--- config.mk ---
export PLATFORM = sky130hd
export DESIGN_NAME = branch_resolve_queue
export DESIGN_NICKNAME = d
export VERILOG_FILES = /design/src/rtl/branch_resolve_queue.sv
export SDC_FILE = /design/constraint.sdc
export NUM_CORES = 1
export LEC_CHECK = 0
export BUFFER_PORTS_ARGS = -buffer_cell sky130_fd_sc_hd__buf_4
export CORE_MARGIN = 1
export CORE_UTILIZATION = 60
export CTS_BUF_LIST = sky130_fd_sc_hd__clkbuf_2 sky130_fd_sc_hd__clkbuf_4 sky130_fd_sc_hd__clkbuf_8
export DETAILED_ROUTE_END_ITERATION = 6
export PLACE_DENSITY_LB_ADDON = 0.15
export SETUP_SLACK_MARGIN = 0.3
export SYNTH_ARGS = -nofsm -noshare
export SYNTH_HDL_FRONTEND = slang
export SYNTH_SLANG_ARGS = --single-unit
--- constraint.sdc ---
create_clock -name clk -period 3.7 [get_ports clk]
set_input_delay 0.74 -clock clk [delete_from_list [all_inputs] [get_ports clk]]
set_output_delay 0.74 -clock clk [all_outputs]
set_load 0.01 [all_outputs]
--- src/rtl/branch_resolve_queue.sv ---
// rtl/branch_resolve_queue.sv - resolved-branch FIFO with ROB write-back and fetch redirect
// Optional statistics counters are enabled by defining BRQ_STATS_EN.
module branch_resolve_queue #(
  parameter int DEPTH          = 4,
  parameter int INST_TAG_WIDTH = 6,
  parameter int COMMON_WIDTH   = 32,
  parameter logic [INST_TAG_WIDTH-1:0] TAG_INVALID = '1
) (
  input  logic                      clk,
  input  logic                      rst,
  input  logic [INST_TAG_WIDTH-1:0] in_tag,
  input  logic                      in_taken,
  input  logic [COMMON_WIDTH-1:0]   in_target_pc,
  input  logic                      flush,
  output logic                      wb_valid,
  output logic [INST_TAG_WIDTH-1:0] wb_tag,
  output logic                      wb_taken,
  input  logic                      wb_ready,
  output logic                      redirect_valid,
  output logic [COMMON_WIDTH-1:0]   redirect_pc,
  input  logic                      redirect_ack,
  output logic                      overflow
`ifdef BRQ_STATS_EN
  ,
  output logic [31:0]               stat_resolved,
  output logic [31:0]               stat_redirects
`endif
);

  localparam int IW = $clog2(DEPTH);
  localparam logic [IW:0] PTR_ONE = (IW+1)'(1);

  typedef enum logic [1:0] {S_IDLE, S_WB, S_REDIRECT} state_t;

  typedef struct packed {
    logic [INST_TAG_WIDTH-1:0] tag;
    logic                      taken;
    logic [COMMON_WIDTH-1:0]   pc;
  } entry_t;

  state_t      state, state_nxt;
  entry_t      mem [DEPTH];
  entry_t      head;
  logic [IW:0] wr_ptr, rd_ptr, count;
  logic        full, in_valid, accepting, push, pop, drop, ack;

  assign head      = mem[rd_ptr[IW-1:0]];
  assign full      = (wr_ptr[IW-1:0] == rd_ptr[IW-1:0]) && (wr_ptr[IW] != rd_ptr[IW]);
  assign in_valid  = (in_tag != TAG_INVALID);
  assign accepting = (state == S_IDLE) || (state == S_WB);
  assign pop       = wb_valid && wb_ready;
  // A full queue still takes a new result when the head leaves in the same cycle.
  assign push      = in_valid && accepting && (!full || pop) && !flush;
  assign drop      = in_valid && accepting && full && !pop && !flush;
  assign ack       = (state == S_REDIRECT) && redirect_ack;

  assign wb_valid       = (state == S_WB);
  assign wb_tag         = wb_valid ? head.tag : TAG_INVALID;
  assign wb_taken       = wb_valid && head.taken;
  assign redirect_valid = (state == S_REDIRECT);

  always_comb begin
    state_nxt = state;
    case (state)
      S_IDLE:     if (push) state_nxt = S_WB;
      S_WB: begin
        if (pop) begin
          if (head.taken)              state_nxt = S_REDIRECT;
          else if (count == PTR_ONE && !push) state_nxt = S_IDLE;
        end
      end
      S_REDIRECT: if (redirect_ack) state_nxt = S_IDLE;
      default:    state_nxt = S_IDLE;
    endcase
    if (flush) state_nxt = S_IDLE;
  end

  always_ff @(posedge clk or negedge rst) begin
    if (!rst) begin
      state       <= S_IDLE;
      wr_ptr      <= '0;
      rd_ptr      <= '0;
      count       <= '0;
      redirect_pc <= '0;
      overflow    <= 1'b0;
    end else begin
      state <= state_nxt;
      // The whole queue belongs to the squashed path once a redirect is taken.
      if (flush || ack) begin
        wr_ptr <= '0;
        rd_ptr <= '0;
        count  <= '0;
      end else begin
        if (push) wr_ptr <= wr_ptr + PTR_ONE;
        if (pop)  rd_ptr <= rd_ptr + PTR_ONE;
        if (push && !pop)      count <= count + PTR_ONE;
        else if (pop && !push) count <= count - PTR_ONE;
      end
      if (pop && head.taken) redirect_pc <= head.pc;
      if (drop)              overflow    <= 1'b1;
    end
  end

  always_ff @(posedge clk) begin
    if (push) mem[wr_ptr[IW-1:0]] <= '{tag: in_tag, taken: in_taken, pc: in_target_pc};
  end

`ifdef BRQ_STATS_EN
  always_ff @(posedge clk or negedge rst) begin
    if (!rst) begin
      stat_resolved  <= '0;
      stat_redirects <= '0;
    end else begin
      if (pop && stat_resolved != '1)  stat_resolved  <= stat_resolved + 32'd1;
      if (ack && stat_redirects != '1) stat_redirects <= stat_redirects + 32'd1;
    end
  end
`endif

endmodule
**After elaboration in Yosys (flattened, before gate mapping)**

Memories as Yosys holds them, arrays and structs flattened.
Cells that the tools add are included.

- Register bits after elaboration: 44
- Bits in writable memories: 156
- Output and inout bits: 42
- Logic and storage cells: 64
- Memories kept: 1

Memory list:

| name | words | width | read ports | clocked after Yosys merged registers in | wr ports | line | source |
|---|---|---|---|---|---|---|---|
| mem | 4 | 39 | 1 | 0 | 1 | 42 | `entry_t mem [DEPTH];` |

- Add/sub/neg operators: 4
- Equality and inequality tests: 10
- Mux-type cells: 17
- Reduce and logical (&&, ||, !) cells: 26

Operators by type and width:

| cell | count |
|---|---|
| 3-bit 2-to-1 mux | 7 |
| 1-bit logical AND | 14 |
| 2-bit 2-to-1 mux | 6 |
| 3-bit by 1-bit adder with 3-bit output, second input constant | 3 |
| 6-bit 2-to-1 mux | 1 |
| 3-bit by 2-bit != test with 1-bit output, second input constant | 2 |
| 6-bit != test, second input constant | 1 |
| 2-bit one-hot mux with 3 select lines | 1 |
| 1-bit zero test | 4 |
| 4-bit by 2-bit != test with 1-bit output, second input constant | 1 |
| 4-bit AND reduction | 1 |
| 2-bit nonzero test | 2 |
| 3-bit by 1-bit equality test with 1-bit output, second input constant | 1 |
| 1-bit logical OR | 3 |
| 3-bit != test, second input constant | 1 |
| 3-bit nonzero test | 1 |
| 3-bit by 1-bit subtractor with 3-bit output, second input constant | 1 |
| 2-bit by 1-bit equality test with 1-bit output, second input constant | 1 |
| 2-bit equality test | 1 |
| 2-bit equality test, second input constant | 1 |
| 2-bit zero test | 1 |
| 1-bit 2-to-1 mux | 2 |
| 1-bit != test | 1 |

**Depth between registers and ports, before layout**

Gate-level depths: netlist of the first run.

- Depth after elaboration: 13
- Gate-level depth with buffers: 5

**Least setup slack after synthesis of the first run**

OpenSTA, ideal clock, no wires.

- Kind: input-to-reg
- Start point: input port wb_ready
- End point: memory mem[0][0] in the netlist's numbering, enable pin
- Library setup time: 0.437 ns
- Arrival time: 2.200 ns
- Data required time: 3.263 ns
- Slack: 1.063 ns
- Cell stages on the path: 4
- Cell sequence: and3b_1 > buf_6 > or4_4 > and3_1

- Longest elaborated chain between the ends: 6

Ends and longest elaborated chain:

| what | line | source |
|---|---|---|
| start: declaration | 18 | `input logic wb_ready,` |
| 1-bit logical AND | 51 | `assign pop = wb_valid && wb_ready;` |
| 1-bit logical OR | 53 | `assign push = in_valid && accepting && (!full \|\| pop) && !flush;` |
| 1-bit logical AND (2 in a row) | 53 |  |
| 1-bit 2-to-1 mux | 105 | `if (push) mem[wr_ptr[IW-1:0]] <= '{tag: in_tag, taken: in_taken, pc: in_target_pc};` |
| 1-bit 2-to-1 mux (implied by the code) | 105 |  |
| end: declaration | 42 |  |

Every way passes these cells.

**Worst setup path in the final report of the first run**

- Start point: register rd_ptr[1]
- End point: output port wb_tag[2]

- Longest elaborated chain between the ends: 2

Ends and longest elaborated chain:

| what | line | source |
|---|---|---|
| start: declaration | 44 | `logic [IW:0] wr_ptr, rd_ptr, count;` |
| start signal: assignment | 95 | `if (pop) rd_ptr <= rd_ptr + PTR_ONE;` |
| memory read 4 x 39 bit | -- |  |
| 6-bit 2-to-1 mux | 58 | `assign wb_tag = wb_valid ? head.tag : TAG_INVALID;` |
| end: declaration | 16 | `output logic [INST_TAG_WIDTH-1:0] wb_tag,` |

Every way passes these cells.

==> results.cfg, run 1 <==
[placed_design]
dpl.cell_count = 607
place_hpwl_mm = 7.47
io_buffers = 85
dpl-instance-area_um2 = 8450
routabilityCongestion = 0.802

[synthesis]
syn_avg_cell_area_um2 = 20.9
synth.largest_area_cell = edfxtp_1
synth_top_family_by_area = multiplexers
synth.net_count = 419
synth_compound_area_share_pct = 1.37
synth.distinct_cells = 40
synth_seq_cells = 200
synth_top_area_share_pct = 61.1
synth.area.mux_share_pct = 16.7
ys_seq_area_share_pct = 75.5
synthAdderAreaFrac_pct = 1.31
yosysWarnings = 0
syn_inst = 367
synthTopCellsByArea = edfxtp_1, dfrtp_1, mux4_2, mux2_2, ha_1
synth_xor_area_share_pct = 0.686
synthesis.area_um2 = 7660
synthSimpleGateAreaFrac_pct = 3.09

[critical_path]
required_ns = 2.96
crit_path_frequent_cell = buf_4
cp-end-kind = output port
cp-start-kind = flop
path_cells = buf_4 > mux4_2 > nand2b_1 > buf_4
cp.arrival_ns = 2.28
slowest_stage = dfrtp_2
max_stage_delay_ns = 0.76
worstPathMaxFanout = 23
critPathBufInv = 2
path_delay_family = flip-flops
worstSetupPathType = flop to output port

[sta]
max_slew.worst_pin.slew_ns = 1.05
timing_hold_violations_final = 0
timing.setup.tns_ns = 0
maxSlewViolCount = 0
period_needed_ns = 3.02
rsz0062_at_grt = no
holdWs_ns = 0.307
finalSetupViolations = 0
period_share_pct = 81.6
fmax_mhz = 331
max_slew_margin_pct = 29.8
skew_ns = 0.00864

[clock_tree]
cts_resized = 0
clock-root-buffer = clkbuf_8
clk_path_buf_depth = 2
h-tree-depth = 4
cts_tree = yes
cts.sinks = 200
post-cts-setup-buffers = 0
clkLatencyLatePin_ns = 0.45
cts_made_buffers = 17
cts.reportedPaths.clkPinSlew_ns = 0.09
holdBufCountCts = 0

[final_layout]
n_fill_cell = 789
multiInputGateArea_um2 = 1780
antenna_cells = 0
final_common_cell = edfxtp_1
regArea_um2 = 5790
area_growth_pct = 14.7
fin_nets = 510
final_cell_mix = edfxtp_1, buf_4, dfrtp_1
utilization_pct = 72.0
final_cells = 639
layout-drive-gt1-share_pct = 41.0
design_area_um2 = 8790

[drt]
via_per_inst = 5.69
first_pass_iters = 5
drt.antenna.violating_nets = 0
drt-total-wl_mm = 12.4
drt_iter0_markers = 263
drc = 0
wl_per_cell_um = 19.4
vias = 3633

[global_route]
grt_remaining_overflow = 0
grt_first_pass_wirelength_mm = 19.8
antenna_found_initial = 0
grt_max_degree = 45
track_usage_pct = 21.0
grt_pass1_vias = 3799

[power_and_ir_drop]
power_density_nw_per_um2 = 652
irDropWorstVdd_mv = 0.413
p_leak_uw = 0.00314

[min_path]
hold_class = input pin to asynchronous set/reset pin

[floorplan]
die_h_um = 115
io_pins = 86
fp.dieW_um = 115
dieArea_um2 = 13200
num_rows = 40
start_util_pct = 62.7
coreArea_um2 = 12200

[flow_run]
maxCapViolations = 0

[outcome]
status = completed
## Yosys cell counts, drive strengths merged
library cell	instances
xor2	3
o2111a	1
nand2	14
nor2	4
mux2	32
nor4b	1
o21ai	3
o21a	1
a21oi	3
clkbuf	5
inv	5
a31o	1
o311ai	1
nand4	1
nor3	2
nor2b	1
and3	4
nand3b	1
and2b	1
nor4	1
or4	1
a221oi	1
ha	8
and3b	1
mux2i	4
dfrtp	44
o211ai	1
edfxtp	156
xnor2	3
and2	1
a21o	1
nand3	2
mux4	39
o31ai	2
nand2b	8
buf	10
## cell families (layout without fill, tap and decap cells)
kind of cell / Yosys count / count (layout)
flops: 200 / 200
mux: 75 / 75
simple gates: 43 / 43
buf+inv: 20 / 124
compound gates: 15 / 15
fa+ha+maj: 8 / 8
xor+xnor: 6 / 6
## per-stage QoR
stage / power [uW] / setup slack, ns
after floorplan: 3990 / 1.06
after global placement: 4540 / 0.940
after detailed placement: 4590 / 0.917
after CTS: 5800 / 0.640
after global routing: 6020 / 0.551
final: 5730 / 0.680
## layer usage
layer	GRT usage, %	part of all wire (%)	vias up
li1	-	-	1638
met1	27.4	43	1887
met2	34.3	52	87
met3	5.11	3.5	21
met4	9.18	2.0	0
met5	0	0	-
## power breakdown
group | internal (uW) | switching (uW)
sequential | 2930 | 213
combinational | 744 | 630
clock | 539 | 681
total | 4210 | 1520
## registers in the layout, indices dropped and copies added (netlist names)
| register | cells |
|---|---|
| mem | 156 |
| redirect_pc | 32 |
| count | 3 |
| rd_ptr | 3 |
| wr_ptr | 3 |
| state | 2 |
| overflow | 1 |
## cell type report
class / count / share of cell area [%]
Clock buffer: 20 / 2.92
Tap cell: 168 / 2.39
Sequential cell: 200 / 65.9
Inverter: 5 / 0.213
Timing Repair Buffer: 87 / 7.43
Clock inverter: 12 / 0.953
Multi-Input combinational cell: 147 / 20.2
## final timing paths
| check | cells after the start | end | startpoint | slack (ns) |
|---|---|---|---|---|
| min in group clk | 2 | state[1]$_DFFE_PN0P_ | flush | 0.45 |
| min reg2reg | 1 | overflow$_DFFE_PN0P_ | overflow$_DFFE_PN0P_ | 0.49 |
| min | 1 | count[0]$_DFFE_PN0P_ | rst | 0.31 |
| max | 4 | wb_tag[2] | rd_ptr[1]$_DFFE_PN0P_ | 0.68 |
| max reg2reg | 3 | mem[1][19]$_DFFE_PP_ | rd_ptr[1]$_DFFE_PN0P_ | 1.08 |
| max in group asynchronous | 1 | rd_ptr[0]$_DFFE_PN0P_ | rst | 2.93 |
No activity file was read; power rests on OpenSTA's default activity.
==> inputs of run 2 (changes only) <==
Settings changed: ABC_AREA set to 1.
Clock period 3.7 ns to 2.9 ns, I/O delays scaled along.
==> results.cfg, run 2 <==
[power_and_ir_drop]
power_density_nw_per_um2 = 860
p_switching_uw = 2410
p_sw_share_pct = 30.4
p_leak_uw = 0.00360
seq_power_share_pct = 48.5
p_int_uw = 5520
clockPowerShare_pct = 21.1
irDropWorstVdd_mv = 0.480
combPwrFrac_pct = 30.3

[placed_design]
io_buffers = 85
place_hpwl_mm = 9.27
pre_cts_slack_ns = 0.438
routabilityCongestion = 0.804
dpl.cell_count = 813

[final_layout]
n_fill_cell = 826
multiInputGateArea_um2 = 1960
regArea_um2 = 5790
final_common_cell = edfxtp_1
largest_register_ffs = 156
antenna_cells = 0
area_growth_pct = 15.7
final_cells = 846
fin_nets = 713
final_cell_mix = edfxtp_1, nor2_1, buf_4
layout-drive-gt1-share_pct = 25.8

[synthesis]
synth.largest_area_cell = edfxtp_1
synth_top_family_by_area = compound AO/OA/AOI/OAI gates
synth_xor_area_share_pct = 0.220
async_reset_ff_share_pct = 22.0
yosysMostFrequentCell = edfxtp_1
synthTopCellsByArea = edfxtp_1, dfrtp_1, mux2_4, nor2_1, o21ai_0
synth.distinct_cells = 32
synth_common_cells = edfxtp_1, nor2_1, o21ai_0
synth_top_area_share_pct = 58.8
synthSimpleGateAreaFrac_pct = 7.79
synth.net_count = 627
yosysWarnings = 0
syn_inst = 575
synthAdderAreaFrac_pct = 1.26
synth_edf_count = 156
synth.area.mux_share_pct = 5.94
synthFlopType = edfxtp_1
syn_avg_cell_area_um2 = 13.9
ys_seq_area_share_pct = 72.6
synthesis.area_um2 = 7970
synth_compound_area_share_pct = 8.98
synth_seq_cells = 200

[sta]
skew_ns = 0.00682
max_slew.worst_pin.slew_ns = 0.675
rsz0062_at_grt = no
timing.setup.tns_ns = 0
finalSetupViolations = 0
fin_ws_ns = 0.422
maxSlewViolCount = 0
fmax_mhz = 404
holdWs_ns = 0.119
max_slew_margin_pct = 54.9
period_share_pct = 85.4
period_needed_ns = 2.48
timing_hold_violations_final = 0

[drt]
vias = 4779
drt.antenna.violating_nets = 0
first_pass_iters = 5
drc = 0
wl_per_cell_um = 18.0
drt_iter0_markers = 340
drt-total-wl_mm = 15.2
via_per_inst = 5.65

[global_route]
grt_remaining_overflow = 0
antenna_found_initial = 0
grt_max_degree = 45
grt_pass1_vias = 4686
grt_first_pass_wirelength_mm = 23.7
track_usage_pct = 23.9

[critical_path]
required_ns = 2.32
cp-start-kind = flop
cp.arrival_ns = 1.90
worstSetupPathType = flop to output port
cp-end-kind = output port
worstPathMaxFanout = 19

[clock_tree]
clock-root-buffer = clkbuf_8
clk_path_buf_depth = 2
cts.sinks = 200
clkLatencyLatePin_ns = 0.46
cts_made_buffers = 17
cts_tree = yes
cts.reportedPaths.clkPinSlew_ns = 0.09
h-tree-depth = 4

[floorplan]
fp.dieW_um = 117
dieArea_um2 = 13700
io_pins = 86
num_rows = 41
die_h_um = 117
coreArea_um2 = 12800
start_util_pct = 62.4

[outcome]
status = completed

[min_path]
hold_class = input pin to asynchronous set/reset pin

[flow_run]
maxCapViolations = 0
==> run 2: cells by family after synthesis <==
family / count (synthesis)
DFF: 200
xor gates and xnor gates: 2
and+or+nand+nor: 154
AOI/OAI and AO/OA: 125
muxes: 32
buffers and inverters: 54
adders and majority gates: 8
==> run 2: final timing paths <==
| path | end | startpoint | slack [ns] | cells past startpoint |
|---|---|---|---|---|
| setup / recovery | wb_taken | rd_ptr[0]$_DFFE_PN0P_ | 0.42 | 8 |
| hold / removal | count[1]$_DFFE_PN0P_ | rst | 0.12 | 1 |
| setup reg to reg | mem[2][6]$_DFFE_PP_ | rd_ptr[0]$_DFFE_PN0P_ | 0.59 | 8 |
| hold reg to reg | overflow$_DFFE_PN0P_ | overflow$_DFFE_PN0P_ | 0.52 | 1 |
| max in group asynchronous | rd_ptr[0]$_DFFE_PN0P_ | rst | 2.31 | 1 |
| min in group clk | mem[0][22]$_DFFE_PP_ | in_target_pc[22] | 0.32 | 1 |
==> run 2: metal layers <==
| layer | up-vias | wire length [um] | global-route usage [%] |
|---|---|---|---|
| met5 | - | 0 | 0 |
| met4 | 0 | 256 | 10.8 |
| met3 | 23 | 697 | 4.84 |
| met2 | 150 | 7610 | 39.1 |
| met1 | 2364 | 6630 | 31.2 |
| li1 | 2242 | - | - |
==> run 2: timing repair <==
| action | 4_1_cts | 5_1_grt |
|---|---|---|
| cloned | 0 | 0 |
| gates resized for setup | 4 | 3 |
| hold endpoints to repair | 0 | 0 |
| hold buffers | 0 | 0 |
| setup buffers | 0 | 1 |
| endpoints found under the setup margin | 7 | 6 |
==> run 2: area by class of cell <==
| cell class | count | share of cell area, % |
|---|---|---|
| clock buffers | 18 | 2.62 |
| clock inverters | 14 | 1.43 |
| inverters | 25 | 1.10 |
| multi-input cells | 321 | 21.2 |
| flip-flops and latches | 200 | 62.8 |
| well taps | 172 | 2.33 |
| repair buffers | 96 | 8.50 |
==> run 2: through the flow <==
step	total power (uW)	util [%]	instance area (um2)
floorplan	5370	-	7980
global placement	6230	69.0	8820
detailed placement	6300	69.0	8820
CTS	7970	72.1	9200
global route	8340	72.2	9220
finish	7930	72.2	9220
==> run 2: power by group through the flow <==
stage	Combinational (uW)	Clock, uW	Sequential (uW)
6_report	2410	1680	3850
5_1_grt	2630	1810	3900
4_1_cts	2410	1700	3850
3_5_place_dp	2390	0	3910
3_3_place_gp	2350	0	3890
2_1_floorplan	1390	0	3970
==> run 2: critical path: stages, from the launching register on <==
cell and delay [ns]:
dfrtp_4 0.55, buf_4 0.27, nand2_1 0.08, nand2_1 0.07, nand2_1 0.06, o21ai_2 0.12, nand2_1 0.11, inv_1 0.07
buf_4 0.11
